<file path="src/rtl/att_lookup_arbiter.sv">
// Round-robin arbiter sharing the single ATT read port among NUM_REQ requesters,
// fixed 2-cycle lookup latency. Define ATT_ARB_STATS_EN to add the stall_cnt_o counter.
module att_lookup_arbiter #(
  parameter int NUM_REQ                    = 4,
  parameter int LITERAL_ADDRESS_WIDTH      = 12,
  parameter int CLAUSE_TABLE_ADDRESS_WIDTH = 11,
  parameter int CLAUSE_COUNT               = 20,
  localparam int ID_W = (NUM_REQ > 1) ? $clog2(NUM_REQ) : 1
) (
  input  logic                                       clk_i,
  input  logic                                       rst_i,
  input  logic [NUM_REQ-1:0]                         req_valid_i,
  input  logic [NUM_REQ*LITERAL_ADDRESS_WIDTH-1:0]   req_addr_i,
  output logic [NUM_REQ-1:0]                         req_ready_o,
  input  logic                                       cfg_busy_i,
  output logic [LITERAL_ADDRESS_WIDTH-1:0]           att_rd_addr_o,
  input  logic [CLAUSE_TABLE_ADDRESS_WIDTH-1:0]      att_addr_i,
  input  logic [CLAUSE_COUNT-1:0]                    att_mask_i,
  output logic                                       rsp_valid_o,
  output logic [ID_W-1:0]                            rsp_id_o,
  output logic [CLAUSE_TABLE_ADDRESS_WIDTH-1:0]      rsp_addr_o,
  output logic [CLAUSE_COUNT-1:0]                    rsp_mask_o,
  output logic                                       idle_o
`ifdef ATT_ARB_STATS_EN
  ,
  output logic [15:0]                                stall_cnt_o
`endif
);

  localparam int LAW = LITERAL_ADDRESS_WIDTH;

  typedef enum logic [1:0] {RUN, HOLD, DRAIN} state_t;

  state_t          state_q, state_d;
  logic [ID_W-1:0] rr_ptr_q, rr_ptr_d;
  logic            gnt_vld;
  logic [ID_W-1:0] gnt_id;
  logic [ID_W-1:0] s1_id_q;
  logic [2:1]      vld_pipe;

  // Grant only when the table is stable; reset also masks grants so outputs sit at 0.
  always_comb begin
    gnt_vld       = 1'b0;
    gnt_id        = '0;
    req_ready_o   = '0;
    att_rd_addr_o = '0;
    if (state_q == RUN && !cfg_busy_i && !rst_i) begin
      for (int i = 0; i < NUM_REQ; i++) begin
        if (!gnt_vld && req_valid_i[(int'(rr_ptr_q) + i) % NUM_REQ]) begin
          gnt_vld = 1'b1;
          gnt_id  = ID_W'((int'(rr_ptr_q) + i) % NUM_REQ);
        end
      end
    end
    if (gnt_vld) begin
      req_ready_o[gnt_id] = 1'b1;
      att_rd_addr_o       = req_addr_i[int'(gnt_id)*LAW +: LAW];
    end
  end

  always_comb begin
    rr_ptr_d = rr_ptr_q;
    if (gnt_vld)
      rr_ptr_d = (gnt_id == ID_W'(NUM_REQ-1)) ? '0 : gnt_id + ID_W'(1);
  end

  // DRAIN gives the ATT one cycle to re-settle after a load before lookups resume.
  always_comb begin
    state_d = state_q;
    case (state_q)
      RUN:     if (cfg_busy_i)  state_d = HOLD;
      HOLD:    if (!cfg_busy_i) state_d = DRAIN;
      DRAIN:   state_d = cfg_busy_i ? HOLD : RUN;
      default: state_d = RUN;
    endcase
  end

  always_ff @(posedge clk_i) begin
    if (rst_i) begin
      state_q    <= RUN;
      rr_ptr_q   <= '0;
      vld_pipe   <= '0;
      s1_id_q    <= '0;
      rsp_id_o   <= '0;
      rsp_addr_o <= '0;
      rsp_mask_o <= '0;
    end else begin
      state_q  <= state_d;
      rr_ptr_q <= rr_ptr_d;
      vld_pipe <= {vld_pipe[1], gnt_vld};
      s1_id_q  <= gnt_id;
      if (vld_pipe[1]) begin
        rsp_id_o   <= s1_id_q;
        rsp_addr_o <= att_addr_i;
        rsp_mask_o <= att_mask_i;
      end
    end
  end

  assign rsp_valid_o = vld_pipe[2];
  assign idle_o      = !gnt_vld && !vld_pipe[1] && !vld_pipe[2];

`ifdef ATT_ARB_STATS_EN
  always_ff @(posedge clk_i) begin
    if (rst_i)
      stall_cnt_o <= '0;
    else if (|req_valid_i && !gnt_vld && stall_cnt_o != 16'hFFFF)
      stall_cnt_o <= stall_cnt_o + 16'd1;
  end
`endif

endmodule

</file>
<file path="config.mk">
export PLATFORM = sky130hd
export DESIGN_NAME = att_lookup_arbiter
export DESIGN_NICKNAME = d
export VERILOG_FILES = /design/src/rtl/att_lookup_arbiter.sv
export SDC_FILE = /design/constraint.sdc
export NUM_CORES = 1
export LEC_CHECK = 0
export ABC_AREA = 1
export CAP_MARGIN = 40
export CORE_MARGIN = 4
export CORE_UTILIZATION = 40
export CTS_CLUSTER_SIZE = 40
export DETAILED_ROUTE_END_ITERATION = 16
export GPL_ROUTABILITY_DRIVEN = 0
export HOLD_SLACK_MARGIN = 0.06
export PLACE_DENSITY = 0.94
export SLEW_MARGIN = 10
export SYNTH_ARGS = -nofsm -noshare
export SYNTH_HDL_FRONTEND = slang
export SYNTH_SLANG_ARGS = --single-unit
</file>
<file path="constraint.sdc">
create_clock -name clk_i -period 3.6 [get_ports clk_i]
set_input_delay 0.54 -clock clk_i [delete_from_list [all_inputs] [get_ports clk_i]]
set_output_delay 0.54 -clock clk_i [all_outputs]
set_load 0.005 [all_outputs]
</file>
# Yosys cells after proc, flatten, opt, wreduce, memory -nomap -nowiden
# Cells that the tools add are included.
# W data, S select, Z words.
[totals] register_bits=41 in_bits=86 output_inout_bits=51 word_cells=81
[op_classes] n_addsub=4 mul=1 order_cmp=6 n_eq_ne=5 shift=1 n_mux=33 bitwise=3 reduce_logical=21
[op_table] op="$shiftx A48 B7 Y12" count=1
[op_table] op="$mux W1" count=17
[op_table] op="$mux W2" count=8
[op_table] op="$lt A3 B4 Y1 const B" count=3
[op_table] op="$mux W12" count=1
[op_table] op="$bmux W1 S2" count=4
[op_table] op="$logic_and A1 B1 Y1" count=8
[op_table] op="$logic_not A1 Y1" count=8
[op_table] op="$lt A2 B3 Y1 const B" count=2
[op_table] op="$pmux W2 S3" count=1
[op_table] op="$reduce_or A2 Y1" count=3
[op_table] op="$add A2 B1 Y2 const B" count=2
[op_table] op="$add A2 B2 Y2 const B" count=2
[op_table] op="$eq A2 B2 Y1 const B" count=2
[op_table] op="$mul A2 B2 Y4 const B" count=1
[op_table] op="$mux W4" count=1
[op_table] op="$ne A2 B2 Y1 const B" count=2
[op_table] op="$and A1 B1 Y1 const A" count=3
[op_table] op="$demux W1 S2" count=1
[op_table] op="$eq A2 B1 Y1 const B" count=1
[op_table] op="$ge A2 B1 Y1 const B" count=1
[op_table] op="$logic_not A2 Y1" count=1
[op_table] op="$reduce_and A2 Y1" count=1

# Longest topological paths before layout
# Gate-level depths: netlist of the first run.
[logic_depth] ltp_word=22 ltp_mapped=17 depth_no_buf=14

# Worst setup path after synthesis of the first run
# OpenSTA, ideal clock, no wires.
[synth_timing] path_type="input-to-output" startpoint="input port req_valid_i[3]" endpoint="output port req_ready_o[1]" arrival_ns=1.831 required_ns=3.060 path_slack_ns=1.229 path_stages=15 path_buffers=2 path_cell_list="inv_1 nand2_1 nand3_1 nand2_2 nor2_4 nand3_2 nand2_4 inv_4 nand2_4 buf_8 buf_12 inv_4 ha_1 inv_1 nor2_1"
[synth_via] elab_chain_cells=21 elab_cells_between_ends=36 cone_classes="order compare (2); mux (27); reduce/logical (7)"
[synth_rtl] element="start: declaration" line_no="12" rtl="input logic [NUM_REQ-1:0] req_valid_i,"
[synth_rtl] element="$bmux W1 S2" line_no="49" rtl="if (!gnt_vld && req_valid_i[(int'(rr_ptr_q) + i) % NUM_REQ]) begin"
[synth_rtl] element="$mux W1 (implied by the code)" line_no="49"
[synth_rtl] element="$mux W1" line_no="49"
[synth_rtl] element="$mux W1" line_no="47" rtl="if (state_q == RUN && !cfg_busy_i && !rst_i) begin"
[synth_rtl] element="$logic_not A1 Y1" line_no="49"
[synth_rtl] element="$logic_and A1 B1 Y1" line_no="49"
[synth_rtl] element="$mux W1" line_no="49"
[synth_rtl] element="$mux W1" line_no="47"
[synth_rtl] element="[6 not listed]"
[synth_rtl] element="$mux W2 (*)" line_no="49"
[synth_rtl] element="$mux W2 (*)" line_no="47"
[synth_rtl] element="named net gnt_id[0]" line_no="37" rtl="logic [ID_W-1:0] gnt_id;"
[synth_rtl] element="$lt A2 B3 Y1 (implied by the code) or $ge A2 B1 Y1 (tied branches)" line_no="56" rtl="req_ready_o[gnt_id] = 1'b1;"
[synth_rtl] element="$logic_and A1 B1 Y1 (implied by the code)" line_no="56"
[synth_rtl] element="$mux W1 (implied by the code)" line_no="56"
[synth_rtl] element="$demux W1 S2 (*)" line_no="56"
[synth_rtl] element="$mux W4 (*)" line_no="55" rtl="if (gnt_vld) begin"
[synth_rtl] element="end: declaration" line_no="14" rtl="output logic [NUM_REQ-1:0] req_ready_o,"
# Mark *: on every way through the listed nets, which the timed path passes. The rest lies on a longest branch. The select of a mux whose other input is x is not followed.

# Final worst setup path of the first run
[layout_timing] startpoint="input port req_valid_i[3]" endpoint="output port att_rd_addr_o[3]"
[layout_via] elab_chain_cells=19 elab_cells_between_ends=33 cone_classes="mul (1); shift (1); mux (25); reduce/logical (6)"
[layout_rtl] element="$bmux W1 S2" line_no="49"
[layout_rtl] element="$mux W1 (implied by the code)" line_no="49"
[layout_rtl] element="$mux W1" line_no="49"
[layout_rtl] element="$mux W1" line_no="47"
[layout_rtl] element="$logic_not A1 Y1" line_no="49"
[layout_rtl] element="$logic_and A1 B1 Y1" line_no="49"
[layout_rtl] element="$mux W1" line_no="49"
[layout_rtl] element="$mux W1" line_no="47"
[layout_rtl] element="[3 not listed]"
[layout_rtl] element="$mux W1" line_no="47"
[layout_rtl] element="$logic_not A1 Y1" line_no="49"
[layout_rtl] element="$logic_and A1 B1 Y1" line_no="49"
[layout_rtl] element="$mux W2" line_no="49"
[layout_rtl] element="$mux W2" line_no="47"
[layout_rtl] element="$mul A2 B2 Y4" line_no="57" rtl="att_rd_addr_o = req_addr_i[int'(gnt_id)*LAW +: LAW];"
[layout_rtl] element="$shiftx A48 B7 Y12" line_no="57"
[layout_rtl] element="$mux W12 (*)" line_no="55"
[layout_rtl] element="end: declaration" line_no="16" rtl="output logic [LITERAL_ADDRESS_WIDTH-1:0] att_rd_addr_o,"
# Every way passes the cells marked *; elsewhere a longest branch is shown, timed or not. The select of a mux whose other input is x is not followed.

==> results of run 1 <==
[worst max-delay path: stages]
cell and delay, ps:
clkdlybuf4s50_1 480, inv_1 60, nand2_1 120, nand3_1 130, nand2_1 100, inv_1 80
nand3_2 100, nand2_4 90, inv_4 100, buf_6 200, nand3_1 140, nand3_1 110
nand2_1 50, nor2_1 100, clkdlybuf4s50_1 510
[sequential cells by signal (all words and copies together), names as in the netlist]
signal and count:
rr_ptr_q 2, rsp_addr_o 11, rsp_id_o 2, rsp_mask_o 20, s1_id_q 2, state_q 2
vld_pipe 2
[cell families after synthesis]
family / count (synthesis)
DFF: 41
and+or+nand+nor: 240
buffers and inverters: 54
adders and majority gates: 4
AOI/OAI and AO/OA: 36
[power by group]
| part | leakage, nW | total, mW | internal [mW] | switching, mW |
|---|---|---|---|---|
| Combinational | 1.30 | 0.383 | 0.203 | 0.179 |
| Clock | 0.0585 | 0.381 | 0.226 | 0.155 |
| Sequential | 0.335 | 0.493 | 0.477 | 0.0164 |
| Total | 1.70 | 1.26 | 0.906 | 0.351 |
[area by class of cell]
type	instances	area (sq um)
fillers	459	1660
repair buffers	146	1480
multi-input cells	280	1310
flip-flops and latches	41	822
inverters	33	136
well taps	72	90.1
clock buffers	7	86.3
clock inverters	1	30.0
[worst paths after layout]
path                   from                to  cells after the start
max reg2reg     rr_ptr_q[0]       rr_ptr_q[1]                     12
min              s1_id_q[0]       rsp_id_o[0]                      2
min reg2reg      s1_id_q[0]       rsp_id_o[0]                      2
max          req_valid_i[3]  att_rd_addr_o[3]                     15
[stage by stage]
step / utilization [%] / cells / setup slack, ps
2_1_floorplan: - / 375 / 1230
3_3_place_gp: 67.0 / 569 / 194
3_5_place_dp: 67.2 / 570 / 59.2
4_1_cts: 69.3 / 578 / 40.6
5_1_grt: 70.4 / 580 / 7.70
6_report: 70.4 / 580 / 137
[layout by cell type (no fill, tap or decap), types with 2 or more instances in the layout]
cell type / n
nand3_2: 2
buf_4: 6
nor2_1: 36
inv_1: 27
nand2_1: 146
nand3_1: 31
nand2_2: 8
clkdlybuf4s50_1: 136
clkinv_1: 2
inv_4: 2
clkbuf_8: 6
a21oi_1: 33
ha_1: 4
dfxtp_1: 40
nand2_4: 3
nor2_2: 9
[what timing repair did]
item                                    4_1_cts  5_1_grt
setup buffers                                 0        1
endpoints found under the setup margin        0       12
gates resized for setup                       0        7
[per-layer routing]
layer	vias to the layer above	track usage, %	share of wire (%)	wire (um)
li1	1425	-	-	-
met1	1224	20.2	39	2900
met2	120	36.2	50	3750
met3	14	5.53	8.4	624
met4	0	7.19	2.4	175
met5	-	0	0	0
==> flow_metrics.py, run 1 <==
metrics = {
    "floorplanning": {
        "pin_count": 137,
        "core-area_sq_um": 5610,
        "die_h_um": 84.9,
        "rows": 27,
        "initial_core_util_pct": 42.2,
        "die_w_um": 84.9,
        "fp.dieArea_sq_um": 7210,
    },
    "layout": {
        "stdcell_area_sq_um": 3950,
        "final_nets": 597,
        "layout-drive-gt1-share_pct": 9.45,
        "syn2layout_area_growth_pct": 66.8,
        "antennaDiodeCount": 0,
    },
    "synth": {
        "ys_types": 28,
        "syn_nets": 465,
        "synth_area_leader_cell": "dfxtp_1",
        "synth_compound_area_share_pct": 8.04,
        "synth_top_family_by_area": "simple AND/OR/NAND/NOR gates",
        "synth-async-reset-ratio_pct": 0,
        "ys.flop_type": "dfxtp_1",
        "synth_fa_ha_area_share_pct": 2.12,
        "netlist_area_sq_um": 2370,
        "synth_seq_cells": 41,
        "yosys_warnings": 0,
        "yosysMostFrequentCell": "nand2_1",
        "synth-edff-count": 0,
        "synth-xor-area-share_pct": 0,
        "ys_seq_area_share_pct": 34.7,
        "synth_commonest_cells": "nand2_1, dfxtp_1, nor2_1",
        "muxShareOfSynthArea_pct": 0,
        "yosysTopAreaCellShare_pct": 34.7,
        "avgSynthCellArea_sq_um": 6.31,
        "syn_inst": 375,
        "ys_top_cells_by_area": "dfxtp_1, nand2_1, a21oi_1",
        "synth_simple_gate_area_share_pct": 44.0,
    },
    "critical_path": {
        "cp.arrival_ps": 2920,
        "worstSetupPathType": "in2out",
        "cp-end-kind": "output port",
        "worstSetupStartpointType": "primary input",
        "critPathMaxFanout": 26,
        "critPathRequiredTime_ps": 3060,
        "reg2reg_slack_ps": 1550,
    },
    "power_and_ir_drop": {
        "power.total_mw": 1.26,
        "p_leak_nw": 1.70,
        "powerDensity_nw_per_um2": 318,
        "ir_worst_vdd_mv": 0.206,
    },
    "timing": {
        "fin_crit_sh_pct": 96.2,
        "fmax_mhz": 289,
        "skew_ps": 5.20,
        "finalSetupViolations": 0,
        "hold_slack_ps": 452,
        "min_period_ps": 3460,
        "finalSetupTns_ps": 0,
        "slew_violations": 0,
        "tightest_slew_ps": 493,
        "hold_viol_final": 0,
        "grt_setup_unrepaired": "false",
        "slew_headroom_pct": 66.9,
    },
    "routing": {
        "wl_per_cell_um": 12.8,
        "drtIter0Drc": 114,
        "totalWireLength_um": 7440,
        "vias_per_cell": 4.80,
        "final_antenna_net_count": 0,
        "route.detailed.drc": 0,
        "drt_pass1_iterations": 4,
        "vias": 2783,
    },
    "global_routing": {
        "antenna_found_initial": 0,
        "grt_pass1_wl_um": 11500,
        "first_global_vias": 2658,
        "grt_usage_pct": 19.3,
        "grt_max_degree": 39,
        "grt_overflow": 0,
    },
    "placement": {
        "io_buffer_count": 136,
        "placed_area_sq_um": 3770,
        "dp_hpwl_um": 5600,
    },
    "worst_hold_path": {
        "hold_class": "reg2reg",
    },
    "cts": {
        "cts_tree": "yes",
        "htree_levels": 2,
        "clk_latency_ps": 290,
        "cts_root_buffer": "clkbuf_8",
        "cts-hold-fix-buffers": 0,
        "ctsLongestPathBuffers": 2,
        "cts_buffers": 5,
        "cts.sinks": 41,
        "clk_pin_slew_ps": 70,
    },
    "flow_run": {
        "max-cap-violations": 0,
    },
    "outcome": {
        "status": "finished clean",
    },
}
Note: power is estimated with default switching activity, not from simulation.
==> run 2: changes to the inputs <==
- CTS_CLUSTER_SIZE: 40 -> not set
==> results of run 2 <==
Final layout, timing and power as in run 1 (identical DEF).
